`src/rtl/io_bus_pkg.sv`:
```
// Shared types for the M32632 IO bus controller: region and FSM encodings, CFG address tag.
// Imported by the decoder and the controller top.
package io_bus_pkg;

    typedef enum logic [2:0] {
        REG_RAM,
        REG_ROM,
        REG_TUBE,
        REG_CFG,
        REG_UNMAP
    } region_t;

    typedef enum logic [1:0] {
        ST_IDLE,
        ST_WAIT,
        ST_ACK
    } state_t;

    localparam logic [19:0] CFG_TAG = 20'hF9000;

endpackage

```
`src/rtl/io_bus_decode.sv`:
```
// Combinational IO address decode to a region; no state, zero latency.
// Optional CFG region when IO_BUS_CFG_REG_EN is defined.
module io_bus_decode
    import io_bus_pkg::*;
#(
    parameter int              ADDR_W       = 24,
    parameter int              RAM_TOP_BITS = 3,
    parameter logic [5:0]      ROM_TAG      = 6'b111100,
    parameter logic [ADDR_W-5:0] TUBE_TAG   = 20'hFFFFF
) (
    input  logic [ADDR_W-1:0] io_a,
    input  logic              io_rd,
    input  logic              io_wr,
    input  logic              bootmode,
    output region_t           region
);

    logic is_rd;
    logic ram_hit;
    logic rom_hit;
    logic tube_hit;
    logic unused_lo;

    // A simultaneous read and write strobe is treated as a write.
    assign is_rd    = io_rd && !io_wr;
    assign ram_hit  = (io_a[ADDR_W-1 -: RAM_TOP_BITS] == '0);
    assign rom_hit  = (io_a[ADDR_W-1 -: 6] == ROM_TAG);
    assign tube_hit = (io_a[ADDR_W-1:4] == TUBE_TAG);
    assign unused_lo = ^io_a[3:0];

`ifdef IO_BUS_CFG_REG_EN
    logic cfg_hit;
    assign cfg_hit = (io_a[ADDR_W-1:4] == (ADDR_W-4)'(CFG_TAG));
`endif

    always_comb begin
        region = REG_UNMAP;
        if (bootmode) begin
            if (is_rd) region = REG_ROM;
        end else if (ram_hit) begin
            region = REG_RAM;
        end else if (is_rd && rom_hit) begin
            region = REG_ROM;
        end else if (tube_hit) begin
            region = REG_TUBE;
`ifdef IO_BUS_CFG_REG_EN
        end else if (is_rd && cfg_hit) begin
            region = REG_CFG;
`endif
        end
    end

endmodule

```
`src/rtl/io_bus_ctrl.sv`:
```
// IO bus controller: region selects, per-region wait states, registered read data, boot overlay.
// io_ready W+1 cycles after strobe accept; CPU holds strobe until io_ready. CFG region via IO_BUS_CFG_REG_EN.
module io_bus_ctrl
    import io_bus_pkg::*;
#(
    parameter int                ADDR_W       = 24,
    parameter int                DATA_W       = 32,
    parameter int                RAM_TOP_BITS = 3,
    parameter logic [5:0]        ROM_TAG      = 6'b111100,
    parameter logic [ADDR_W-5:0] TUBE_TAG     = 20'hFFFFF,
    parameter int                RAM_WAIT     = 0,
    parameter int                ROM_WAIT     = 1,
    parameter int                TUBE_WAIT    = 0
) (
    input  logic              clk,
    input  logic              rst,
    input  logic              io_rd,
    input  logic              io_wr,
    input  logic [ADDR_W-1:0] io_a,
    output logic [DATA_W-1:0] io_q,
    output logic              io_ready,
    input  logic [DATA_W-1:0] ram_dout,
    input  logic [DATA_W-1:0] rom_dout,
    input  logic [7:0]        tube_dout,
    output logic              ram_en,
    output logic              ram_oe,
    output logic              ram_we,
    output logic              rom_en,
    output logic              tube_cs,
    output logic              bootmode,
    output logic              bus_err,
    input  logic [7:0]        cfg_sw
);

    state_t            state_q, state_d;
    region_t           region_q, dec_region, cur_region;
    logic              wr_q, tag_q, cur_wr;
    logic [3:0]        cnt_q, cnt_d, dec_wait;
    logic              strobe, accept, sel_vld, load;
    logic              bootmode_q;
    logic [DATA_W-1:0] load_dat;

    io_bus_decode #(
        .ADDR_W       (ADDR_W),
        .RAM_TOP_BITS (RAM_TOP_BITS),
        .ROM_TAG      (ROM_TAG),
        .TUBE_TAG     (TUBE_TAG)
    ) u_decode (
        .io_a     (io_a),
        .io_rd    (io_rd),
        .io_wr    (io_wr),
        .bootmode (bootmode_q),
        .region   (dec_region)
    );

    assign strobe = io_rd || io_wr;
    assign accept = (state_q == ST_IDLE) && strobe && !rst;

    always_comb begin
        case (dec_region)
            REG_RAM:  dec_wait = 4'(RAM_WAIT);
            REG_ROM:  dec_wait = 4'(ROM_WAIT);
            REG_TUBE: dec_wait = 4'(TUBE_WAIT);
            default:  dec_wait = 4'd0;
        endcase
    end

    always_comb begin
        state_d = state_q;
        cnt_d   = cnt_q;
        load    = 1'b0;
        case (state_q)
            ST_IDLE: begin
                if (strobe) begin
                    if (dec_wait == 4'd0) begin
                        state_d = ST_ACK;
                        load    = 1'b1;
                    end else begin
                        state_d = ST_WAIT;
                        cnt_d   = dec_wait - 4'd1;
                    end
                end
            end
            ST_WAIT: begin
                if (cnt_q == 4'd0) begin
                    state_d = ST_ACK;
                    load    = 1'b1;
                end else begin
                    cnt_d = cnt_q - 4'd1;
                end
            end
            ST_ACK:  state_d = ST_IDLE;
            default: state_d = ST_IDLE;
        endcase
    end

    // In the accepting IDLE cycle the live decode drives the selects; afterwards the latched copy does.
    assign cur_region = (state_q == ST_IDLE) ? dec_region : region_q;
    assign cur_wr     = (state_q == ST_IDLE) ? io_wr : wr_q;
    assign sel_vld    = accept || (state_q != ST_IDLE);

    assign ram_en  = sel_vld && (cur_region == REG_RAM);
    assign ram_oe  = sel_vld && (cur_region == REG_RAM) && !cur_wr;
    assign ram_we  = sel_vld && (cur_region == REG_RAM) && cur_wr;
    assign rom_en  = sel_vld && (cur_region == REG_ROM);
    assign tube_cs = sel_vld && (cur_region == REG_TUBE);

    assign io_ready = (state_q == ST_ACK);
    assign bus_err  = (state_q == ST_ACK) && (region_q == REG_UNMAP);
    assign bootmode = bootmode_q;

    always_comb begin
        load_dat = '0;
        if (!cur_wr) begin
            case (cur_region)
                REG_RAM:  load_dat = ram_dout;
                REG_ROM:  load_dat = rom_dout;
                REG_TUBE: load_dat = {{(DATA_W-8){1'b0}}, tube_dout};
`ifdef IO_BUS_CFG_REG_EN
                REG_CFG:  load_dat = {{(DATA_W-8){1'b0}}, cfg_sw};
`endif
                default:  load_dat = '0;
            endcase
        end
    end

`ifndef IO_BUS_CFG_REG_EN
    logic unused_cfg;
    assign unused_cfg = ^cfg_sw;
`endif

    always_ff @(posedge clk or posedge rst) begin
        if (rst) begin
            state_q    <= ST_IDLE;
            cnt_q      <= 4'd0;
            region_q   <= REG_UNMAP;
            wr_q       <= 1'b0;
            tag_q      <= 1'b0;
            io_q       <= '0;
            bootmode_q <= 1'b1;
        end else begin
            state_q <= state_d;
            cnt_q   <= cnt_d;
            if (state_q == ST_IDLE && strobe) begin
                region_q <= dec_region;
                wr_q     <= io_wr;
                tag_q    <= (io_a[ADDR_W-1 -: 6] == ROM_TAG);
            end
            if (load) io_q <= load_dat;
            // Overlay drops once software has read from the real ROM window.
            if (state_q == ST_ACK && !wr_q && tag_q) bootmode_q <= 1'b0;
        end
    end

endmodule

```
`config.mk`:
```
export PLATFORM = sky130hd
export DESIGN_NAME = io_bus_ctrl
export DESIGN_NICKNAME = d
export VERILOG_FILES = /design/src/rtl/io_bus_pkg.sv /design/src/rtl/io_bus_decode.sv /design/src/rtl/io_bus_ctrl.sv
export SDC_FILE = /design/constraint.sdc
export NUM_CORES = 1
export LEC_CHECK = 0
export BUFFER_PORTS_ARGS = -buffer_cell sky130_fd_sc_hd__buf_2
export CAP_MARGIN = 20
export CELL_PAD_IN_SITES_DETAIL_PLACEMENT = 1
export CELL_PAD_IN_SITES_GLOBAL_PLACEMENT = 1
export CORE_ASPECT_RATIO = 0.5
export CORE_MARGIN = 1
export CORE_UTILIZATION = 32
export CTS_CLUSTER_SIZE = 30
export DETAILED_ROUTE_END_ITERATION = 7
export GPL_ROUTABILITY_DRIVEN = 1
export GPL_TIMING_DRIVEN = 0
export PLACE_DENSITY = 0.89
export SKIP_LAST_GASP = 1
export SLEW_MARGIN = 5
export SYNTH_ARGS = -nofsm -noshare
export SYNTH_HDL_FRONTEND = slang
export SYNTH_SLANG_ARGS = --single-unit
```
`constraint.sdc`:
```
create_clock -name clk -period 2.5 [get_ports clk]
set_clock_uncertainty 0.05 [all_clocks]
set_input_delay 0.125 -clock clk [delete_from_list [all_inputs] [get_ports clk]]
set_output_delay 0.125 -clock clk [all_outputs]
set_load 0.02 [all_outputs]
```
==> key figures <==
Die
  – Die area: 9180 um2
  – Die Y: 68.3 um
  – Die X: 135 um
  – CORE AREA: 8260 um2
  – Row count: 23
  – Initial Util: 0.340
  – Ports: 148

Setup path
  – Startpoint Class: flop
  – Worst Path Arrival: 2.24 ns
  – Worst EP required: 2.33 ns
  – Worst setup path category: flop to output pin
  – FF-to-FF path depth: 5
  – FF-to-FF setup slack: 0.15 ns
  – Crit-path max FO: 10
  – Launching point of the worst reg2reg path: bootmode
  – Crit. End Element: output pin
  – Reg-to-Reg End: io_q[3]

STA
  – Peak Freq: 414 MHz
  – Max_slew headroom: 0.517
  – Period utilization: 0.967
  – Worst Slack Setup Final: 0.0831 ns
  – Final hold violations: 0
  – Slew Viols, Final: 0
  – Min Clock Period, post-route: 2.42 ns
  – Worst Tran Pin Value: 0.721 ns
  – Final setup vio count: 0
  – Unrepaired setup endpoints after global routing: yes

Logic synthesis
  – Mux cell area share after synthesis: 0.0147
  – Adder-Cell Fraction of Synth Area: 0.00445
  – Netlist Area Pre-Place: 2810 um2
  – Synthesis warning total: 0
  – Simple-Gate Fraction of Synth Area: 0.204
  – Netlist cell types: 45
  – Synth Register Bits: 44
  – Syn Inst Count: 301
  – Synth Net Count: 410
  – Sequential fraction of the synthesis area: 0.393
  – Synth Flop Type: dfrtp_1
  – Post-synthesis compound-gate area fraction: 0.325
  – Async SR Flop Fraction: 1.00
  – Synth Area in XOR/XNOR: 0.00312
  – Post-synth EDFFs: 0
  – Post-Syn Area per Cell: 9.34 um2
  – Combinational family with the most area after synthesis: compound AO/OA/AOI/OAI gates

Clock network
  – Clock tree buffer depth: 2
  – CTS Buf Count: 5
  – H-Tree Depth: 2
  – Root Buffer: clkbuf_16
  – Clock Sinks: 44
  – Worst-Skew Late Latency: 0.28 ns
  – Clock transition at path regs: 0.07 ns
  – TritonCTS clock tree: done

Place
  – IO buf count: 135
  – Post-DP HPWL: 7.76 mm
  – Worst slack, placed: 0.00290 ns
  – Final GP Congestion: 0.776
  – Placed Instances: 549
  – Placed cell areas: 3650 um2

Power and ir drop
  – NetSw: 916 uW
  – VDD IR max: 0.304 mV
  – Clock Power Share: 0.274
  – Pwr Total: 2.47 mW
  – Comb pwr share: 0.357
  – P_int: 1.55 mW
  – Sw Share: 0.371
  – Flop pwr share: 0.369
  – PwrDens: 635 nW/um2
  – Leakage power: 1.81 nW

Run status
  – Status: complete, no violations

Final layout
  – Register area: 1100 um2
  – Multi-input logic area: 1620 um2
  – Fin cells: 558
  – Final net count: 554
  – Diodes inserted: 0
  – Syn-to-layout area delta: 38.1%
  – Final instance area: 3880 um2
  – Share of layout cells above drive strength 1: 0.439
  – Util after Layout: 0.470
  – FILL cells: 1009

Global route
  – First-pass GRT wire length: 15.9 mm
  – Number of global-route vias before repair: 3188
  – Grt ovf: 0
  – Initial antenna violation count: 0
  – Largest net degree at the start of global routing: 24
  – Total track usage: 0.227

Drt
  – Starting DRC count in detailed routing: 156
  – Pre-Repair DR Iteration Count: 4
  – # DRC: 0
  – Vias per inst: 5.63
  – Post-route ant nets: 0
  – Via count: 3139
  – DR WL/cell: 18.7 um
  – Post-Route WL: 10.4 mm

Worst hold path
  – Worst Hold Path EP: io_q[29]
  – Min-Delay Startpoint: rom_dout[29]
  – Hold depth: 3
  – Hold Crit Class: input pin to flop

Run
  – MaxCap Viol Count: 0
==> layer usage <==
| layer | up-vias | track usage | wire (um) |
|---|---|---|---|
| li1 | 1454 | - | - |
| met1 | 1572 | 0.287 | 4640 |
| met2 | 100 | 0.398 | 5140 |
| met3 | 13 | 0.0437 | 502 |
| met4 | 0 | 0.0787 | 132 |
| met5 | - | 0 | 0 |
==> critical path, cell delays in order, from the launching register on <==
cell     delay (ns)
dfrtp_1        0.39
buf_2          0.19
o21a_1         0.25
a31oi_4        0.27
nand2_4        0.15
buf_2          0.22
nor4_1         0.27
buf_2          0.22
==> power by group through the flow <==
stage | Combinational [mW] | Sequential [mW] | Clock, mW
2_1_floorplan | 0.430 | 1.02 | 0
3_5_place_dp | 0.862 | 0.921 | 0
5_1_grt | 0.955 | 0.921 | 0.712
3_3_place_gp | 0.830 | 0.917 | 0
6_report | 0.881 | 0.910 | 0.675
4_1_cts | 0.878 | 0.909 | 0.686
==> worst max path at each step <==
stage | endpoint | cells past startpoint | from | slack [ns]
after floorplan | ram_we | 6 | state_q[0] | 0.16
after global routing | ram_we | 7 | state_q[0] | -0.05
after CTS | ram_we | 7 | state_q[0] | -0.02
final | ram_we | 7 | state_q[0] | 0.08
after global placement | ram_we | 7 | state_q[0] | 0.01
after detailed placement | ram_we | 7 | state_q[0] | 0.003
==> cells in the final DEF, fill, tap and decap left out, drive strengths merged, types with 2 or more instances in the layout <==
cell / instances
o21ai: 16
clkbuf: 22
nor4: 4
o211ai: 2
a22oi: 9
nand4b: 2
nand3: 2
a22o: 3
dfstp: 2
nor3: 6
nor2: 32
and3: 9
dfrtp: 42
mux2i: 3
buf: 147
inv: 7
o21a: 3
nand2: 25
a21boi: 8
a31oi: 2
nand4: 26
a221oi: 24
a21oi: 28
a32oi: 8
==> cells by family after synthesis <==
logic type | count (synthesis)
simple gates | 111
flops | 44
compound gates | 108
xor+xnor | 1
fa+ha+maj | 1
buf+inv | 32
mux | 4
==> per-stage QoR <==
step / setup TNS, ns / hold slack (ns)
finish: 0 / 0.0580
CTS: -0.0237 / 0.0545
floorplan: 0 / 0.215
detailed placement: 0 / 0.155
global placement: 0 / 0.348
global route: -0.0549 / 0.0503
==> state kept, by name (all words and copies together) (netlist names) <==
name	cells
tag_q	1
bootmode	1
state_q	2
wr_q	1
cnt_q	4
io_q	32
region_q	3
==> synthesized netlist by cell type, types with 8 or more instances <==
cell,instances,area share
a32oi_1,8,0.025
nand4_1,25,0.056
a21oi_1,28,0.050
nor2_1,32,0.043
a21boi_0,8,0.021
o21ai_0,10,0.018
nand2_1,25,0.033
dfrtp_1,42,0.37
a22oi_1,9,0.024
a221oi_2,20,0.11
clkbuf_1,14,0.019
and3_1,9,0.020
==> final cells by class <==
class,count,area share
sequential,44,0.284
inverter,7,0.00677
tap,112,0.0361
timing repair buffer,137,0.184
buffer,25,0.0348
clock buffer,8,0.0377
multi-input combinational,225,0.417
==> timing repair <==
action / 4_1_cts / 5_1_grt
endpoints found under the setup margin: 6 / 25
pin swaps: 0 / 2
gates cloned: 0 / 0
endpoints found under the hold margin: 19 / 0
resized for setup: 8 / 11
setup buffers: 0 / 0
hold buffers: 1 / 0
No activity file was read; power rests on OpenSTA's default activity.
